===== src/rtl/sdram_arb_pkg.sv =====
// Shared types and defaults for the two-port SDRAM request arbiter.
// Imported by the arbiter top and its edge-detect helper.
package sdram_arb_pkg;

    localparam int NUM_PORTS   = 2;
    localparam int DEF_ADDR_W  = 24;
    localparam int DEF_DATA_W  = 32;
    localparam int DEF_TIMEOUT = 1023;
    localparam int CNT_W       = 10;

    typedef enum logic [1:0] {
        IDLE,
        ISSUE,
        WAIT,
        RESP
    } arb_state_t;

endpackage


===== src/rtl/sdram_rise_detect.sv =====
// One-cycle delayed copy of a level plus a rising-edge pulse.
// The pulse is combinational so it lines up with the input's first high cycle.
module sdram_rise_detect (
    input  logic clk,
    input  logic rst,
    input  logic din,
    output logic rise
);

    logic din_q;

    always_ff @(posedge clk) begin
        if (rst) begin
            din_q <= 1'b0;
        end else begin
            din_q <= din;
        end
    end

    assign rise = din & ~din_q;

endmodule


===== src/rtl/sdram_port_arbiter.sv =====
// Two-client round-robin front end for sdram_controller3.
// One request in flight; completion is a rising edge of the matching strobe.
module sdram_port_arbiter
    import sdram_arb_pkg::*;
#(
    parameter int ADDR_W  = DEF_ADDR_W,
    parameter int DATA_W  = DEF_DATA_W,
    parameter int TIMEOUT = DEF_TIMEOUT
) (
    input  logic              CLOCK_50,
    input  logic              rst,
    input  logic              p0_req_valid,
    output logic              p0_req_ready,
    input  logic              p0_req_write,
    input  logic [ADDR_W-1:0] p0_req_addr,
    input  logic [DATA_W-1:0] p0_req_wdata,
    output logic              p0_rsp_valid,
    output logic [DATA_W-1:0] p0_rsp_rdata,
    output logic              p0_rsp_error,
    input  logic              p1_req_valid,
    output logic              p1_req_ready,
    input  logic              p1_req_write,
    input  logic [ADDR_W-1:0] p1_req_addr,
    input  logic [DATA_W-1:0] p1_req_wdata,
    output logic              p1_rsp_valid,
    output logic [DATA_W-1:0] p1_rsp_rdata,
    output logic              p1_rsp_error,
    output logic [ADDR_W-1:0] address,
    output logic [DATA_W-1:0] data_in,
    output logic              req_read,
    output logic              req_write,
    input  logic [DATA_W-1:0] data_out,
    input  logic              data_valid,
    input  logic              write_complete
);

    localparam logic [CNT_W-1:0] TO_CNT = CNT_W'(TIMEOUT);

    arb_state_t        state;
    arb_state_t        state_nx;
    logic              prio;
    logic              owner;
    logic              wr_q;
    logic              err_q;
    logic [CNT_W-1:0]  cnt;
    logic [ADDR_W-1:0] addr_q;
    logic [DATA_W-1:0] wdata_q;
    logic [DATA_W-1:0] rdata_q;
    logic              dv_rise;
    logic              wc_rise;
    logic              grant;
    logic              accept;
    logic              done;
    logic              expired;

    sdram_rise_detect u_dv_rise (
        .clk  (CLOCK_50),
        .rst  (rst),
        .din  (data_valid),
        .rise (dv_rise)
    );

    sdram_rise_detect u_wc_rise (
        .clk  (CLOCK_50),
        .rst  (rst),
        .din  (write_complete),
        .rise (wc_rise)
    );

    // A lone requester wins outright; contention goes to prio.
    assign grant   = (p0_req_valid & p1_req_valid) ? prio : p1_req_valid;
    assign accept  = (state == IDLE) & ~rst & (p0_req_valid | p1_req_valid);
    assign done    = wr_q ? wc_rise : dv_rise;
    assign expired = (cnt == TO_CNT);

    assign address = addr_q;
    assign data_in = wdata_q;

    always_ff @(posedge CLOCK_50) begin
        if (rst) begin
            state <= IDLE;
        end else begin
            state <= state_nx;
        end
    end

    always_comb begin
        state_nx     = state;
        p0_req_ready = 1'b0;
        p1_req_ready = 1'b0;
        req_read     = 1'b0;
        req_write    = 1'b0;
        p0_rsp_valid = 1'b0;
        p1_rsp_valid = 1'b0;
        p0_rsp_rdata = '0;
        p1_rsp_rdata = '0;
        p0_rsp_error = 1'b0;
        p1_rsp_error = 1'b0;
        unique case (state)
            IDLE: begin
                p0_req_ready = accept & ~grant;
                p1_req_ready = accept & grant;
                if (accept) begin
                    state_nx = ISSUE;
                end
            end
            ISSUE: begin
                req_write = wr_q;
                req_read  = ~wr_q;
                state_nx  = WAIT;
            end
            WAIT: begin
                if (done | expired) begin
                    state_nx = RESP;
                end
            end
            RESP: begin
                p0_rsp_valid = ~owner;
                p1_rsp_valid = owner;
                p0_rsp_rdata = owner ? '0 : rdata_q;
                p1_rsp_rdata = owner ? rdata_q : '0;
                p0_rsp_error = ~owner & err_q;
                p1_rsp_error = owner & err_q;
                state_nx     = IDLE;
            end
            default: state_nx = IDLE;
        endcase
    end

    always_ff @(posedge CLOCK_50) begin
        if (rst) begin
            prio    <= 1'b0;
            owner   <= 1'b0;
            wr_q    <= 1'b0;
            err_q   <= 1'b0;
            cnt     <= '0;
            addr_q  <= '0;
            wdata_q <= '0;
            rdata_q <= '0;
        end else begin
            unique case (state)
                IDLE: begin
                    if (accept) begin
                        owner   <= grant;
                        wr_q    <= grant ? p1_req_write : p0_req_write;
                        addr_q  <= grant ? p1_req_addr : p0_req_addr;
                        wdata_q <= grant ? p1_req_wdata : p0_req_wdata;
                    end
                end
                ISSUE: begin
                    cnt     <= '0;
                    err_q   <= 1'b0;
                    rdata_q <= '0;
                end
                WAIT: begin
                    if (done) begin
                        rdata_q <= wr_q ? '0 : data_out;
                        err_q   <= 1'b0;
                    end else if (expired) begin
                        rdata_q <= '0;
                        err_q   <= 1'b1;
                    end else begin
                        cnt <= cnt + 1'b1;
                    end
                end
                RESP: begin
                    prio <= ~owner;
                end
                default: ;
            endcase
        end
    end

endmodule


===== config.mk =====
export PLATFORM = sky130hd
export DESIGN_NAME = sdram_port_arbiter
export DESIGN_NICKNAME = d
export VERILOG_FILES = /design/src/rtl/sdram_arb_pkg.sv /design/src/rtl/sdram_rise_detect.sv /design/src/rtl/sdram_port_arbiter.sv
export SDC_FILE = /design/constraint.sdc
export NUM_CORES = 1
export LEC_CHECK = 0
export BUFFER_PORTS_ARGS = -buffer_cell sky130_fd_sc_hd__buf_2
export CAP_MARGIN = 15
export CORE_MARGIN = 5
export CORE_UTILIZATION = 30
export CTS_CLUSTER_SIZE = 8
export DETAILED_ROUTE_END_ITERATION = 8
export PLACE_DENSITY_LB_ADDON = 0.05
export REMOVE_ABC_BUFFERS = 1
export SYNTH_ARGS = -nofsm -noshare
export SYNTH_HDL_FRONTEND = slang
export SYNTH_SLANG_ARGS = --single-unit

===== constraint.sdc =====
create_clock -name CLOCK_50 -period 4.38 [get_ports CLOCK_50]
set_clock_uncertainty 0.15 [all_clocks]
set_input_delay 0.657 -clock CLOCK_50 [delete_from_list [all_inputs] [get_ports CLOCK_50]]
set_output_delay 0.657 -clock CLOCK_50 [all_outputs]
set_load 0.05 [all_outputs]

==> results.py <==
metrics = {
    "sta": {
        "period_minus_slack_ps": 3330,
        "fmax_mhz": 300,
        "rsz0062_at_grt": "false",
        "hold_viol": 0,
        "tightest_slew_ps": 1040,
        "worst_slack_ps": 1050,
        "timing.final.crit_share_pct": 76.1,
        "slew_violations": 0,
        "slew_headroom_pct": 30.2,
        "tns_ps": 0,
        "finalSetupViolations": 0,
    },
    "route": {
        "wirelength_microns": 16200,
        "drt-pass1-iter-count": 8,
        "drt-initial-drc-count": 379,
        "num_vias": 4873,
        "drc": 0,
        "wl_per_cell_microns": 17.8,
        "ant_nets": 0,
        "detail_route.vias_per_cell": 5.34,
    },
    "setup_path": {
        "crit_path_start_kind": "flop",
        "startpoint": "state[1]",
        "slowest_stage": "nor2_2",
        "cp_cell_sequence": "ha_1 > buf_4 > inv_1 > nor2_2 > and2_1 > buf_2",
        "crit_end": "p0_rsp_rdata[9]",
        "critPathCaptureType": "output pin",
        "critPathTopFamily": "simple AND/OR/NAND/NOR gates",
        "worstPathArrival_ps": 2520,
        "regToRegStartpoint": "state[0]",
        "max_stage_delay_ps": 770,
        "crit_required_ps": 3570,
        "cp.depth": 6,
        "ff2ff_path_depth": 7,
        "cp.buffers_inverters": 3,
        "r2r-end": "address[10]",
        "crit_type": "flop to output pin",
        "crit_fanout": 35,
        "r2r_setup_slack_ps": 1840,
    },
    "logic_synthesis": {
        "ys_top_cells_by_count": "dfxtp_1, nor2_1, a222oi_1, and3_1, and2_1",
        "synth_top_family_by_area": "compound AO/OA/AOI/OAI gates",
        "async_flop_share_pct": 0,
        "synth_top_area_share_pct": 46.9,
        "synth_area_leaders": "dfxtp_1, a222oi_1, a32o_1",
        "yosys_warnings": 0,
        "syn_area_sq_um": 4530,
        "syn_inst": 471,
        "synth-compound-area-share_pct": 24.0,
        "yosysMostFrequentCell": "dfxtp_1",
        "yosys_register_bits": 106,
        "synth-edff-count": 0,
        "post_synth_xor_area_fraction_pct": 0,
        "ys_dominant_reg_cell": "dfxtp_1",
        "avgSynthCellArea_sq_um": 9.61,
        "synthMuxAreaShare_pct": 0.663,
        "synth_fa_ha_area_share_pct": 1.38,
        "synthSimpleGateAreaFrac_pct": 21.3,
        "yosys.area.top_type": "dfxtp_1",
        "seq_area_frac_synth_pct": 46.9,
        "synth.lib_cells_used.distinct": 43,
    },
    "global_routing": {
        "grt_pass1_vias": 4920,
        "grt_max_degree": 63,
        "gr-usage-all-layers_pct": 17.7,
        "gr-total-overflow": 0,
        "antenna_found_initial": 3,
        "grt_pass1_wl_microns": 25500,
    },
    "finish": {
        "nFillCells": 1516,
        "regArea_sq_um": 2120,
        "final_cell_area_sq_um": 6300,
        "final_util_pct": 42.1,
        "fin_nets": 875,
        "multiInputGateArea_sq_um": 2160,
        "drive_gt1_share_pct": 42.7,
        "area_growth_pct": 39.1,
    },
    "power_and_ir_drop": {
        "leakagePower_nw": 3.14,
        "power.density_nw_per_um2": 465,
        "ir_worst_vdd_uv": 212,
    },
    "clock_tree": {
        "cts_hold_buf": 0,
        "cts_setup_buffers": 0,
        "cts_tree": "done",
        "cts_buffers": 9,
        "clockBufferDepth": 2,
        "cts_sinks": 106,
        "cts_resized": 0,
        "clk_latency_ps": 340,
        "clk_pin_slew_worst_paths_ps": 60,
        "htreeDepth": 3,
        "cts_root_buf": "clkbuf_16",
    },
    "placement": {
        "routabilityCongestion": 0.775,
        "place_hpwl_microns": 11800,
        "place_ws_ps": 1310,
        "portBuffers": 279,
        "postPlaceCellArea_sq_um": 5990,
    },
    "run_status": {
        "status": "finished, final reports clean",
    },
    "worst_hold_path": {
        "worstHoldPathType": "flop to flop",
    },
    "floorplan": {
        "die_x_microns": 133,
        "start_util_pct": 30.2,
        "io_pins": 280,
        "placementRows": 45,
        "die_h_microns": 133,
        "die_area_sq_um": 17600,
        "coreArea_sq_um": 15000,
    },
    "job": {
        "max_cap_violations": 0,
    },
}
-- stage by stage --
| stage | hold slack, ps | power [mW] | std cells |
|---|---|---|---|
| after global routing | 364 | 3.10 | 913 |
| final | 333 | 2.93 | 913 |
| after global placement | 318 | 2.17 | 894 |
| after floorplan | 296 | 1.85 | 422 |
| after detailed placement | 329 | 2.19 | 894 |
| after CTS | 338 | 2.96 | 909 |
-- worst reg2reg max path, delay by kind of cell, from the launching register on --
family	cells	cell delay (ps)
and+or+nand+nor	3	1020
buffers and inverters	2	560
DFF	1	340
adders and majority gates	1	220
AOI/OAI and AO/OA	1	190
-- flip-flops by register name (all words and copies together), names as in the netlist --
| signal | flops |
|---|---|
| u_wc_rise.din_q | 1 |
| wr_q | 1 |
| state | 2 |
| prio | 1 |
| data_in | 32 |
| owner | 1 |
| err_q | 1 |
| u_dv_rise.din_q | 1 |
| address | 24 |
| cnt | 10 |
| rdata_q | 32 |
-- routing by layer --
| layer | up-vias | part of all wire [%] | GRT usage [%] |
|---|---|---|---|
| met3 | 14 | 10 | 6.81 |
| met2 | 241 | 50 | 30.8 |
| met5 | - | 0 | 0 |
| li1 | 2314 | - | - |
| met4 | 0 | 1.3 | 6.64 |
| met1 | 2304 | 38 | 19.7 |
-- kinds of logic (layout without fill, tap and decap cells) --
family                     Yosys count  after routing
and+or+nand+nor                    185            185
AOI/OAI and AO/OA                  113            113
DFF                                106            106
buffers and inverters               59            310
adders and majority gates            5              5
muxes                                3              3
other                                0              3
-- report_power, final --
| group | leakage [nW] | internal (mW) | switching (mW) | total (mW) |
|---|---|---|---|---|
| logic | 2.14 | 0.298 | 0.721 | 1.02 |
| registers | 0.862 | 1.07 | 0.0844 | 1.15 |
| clock network | 0.132 | 0.413 | 0.340 | 0.753 |
-- area by class of cell --
cell class | count | share of cell area (%)
multi-input combinational | 306 | 34.3
sequential | 106 | 33.7
timing repair buffer | 285 | 23.2
clock buffer | 13 | 4.13
tap | 188 | 3.73
inverter | 10 | 0.596
clock inverter | 2 | 0.199
antenna | 3 | 0.119
-- worst min-delay path by stage --
stage	from	end	slack (ps)	cells past startpoint
floorplan	cnt[2]	cnt[2]	300	1
global placement	cnt[1]	cnt[1]	320	2
detailed placement	cnt[1]	cnt[1]	330	2
CTS	cnt[1]	cnt[1]	340	2
global route	data_out[3]	rdata_q[3]	360	2
finish	cnt[1]	cnt[1]	330	2
-- cell usage in the layout, fill, tap and decap left out, drive strengths merged, types with 2 or more instances in the layout --
| cell type | Yosys | layout |
|---|---|---|
| nand4 | 6 | 6 |
| nand2 | 12 | 12 |
| and3 | 38 | 38 |
| a222oi | 57 | 57 |
| nor2b | 5 | 5 |
| a32o | 33 | 33 |
| mux2i | 3 | 3 |
| a31o | 4 | 4 |
| diode | 0 | 3 |
| nand3 | 5 | 5 |
| clkbuf | 32 | 13 |
| nand2b | 3 | 3 |
| a311o | 2 | 2 |
| clkinv | 1 | 2 |
| buf | 17 | 285 |
| inv | 9 | 9 |
| and2 | 37 | 37 |
| nor3 | 4 | 4 |
| o21ai | 7 | 7 |
| dfxtp | 106 | 106 |
| ha | 5 | 5 |
| nor2 | 68 | 68 |
| a21oi | 3 | 3 |
Power figures use the tool's default switching activity.
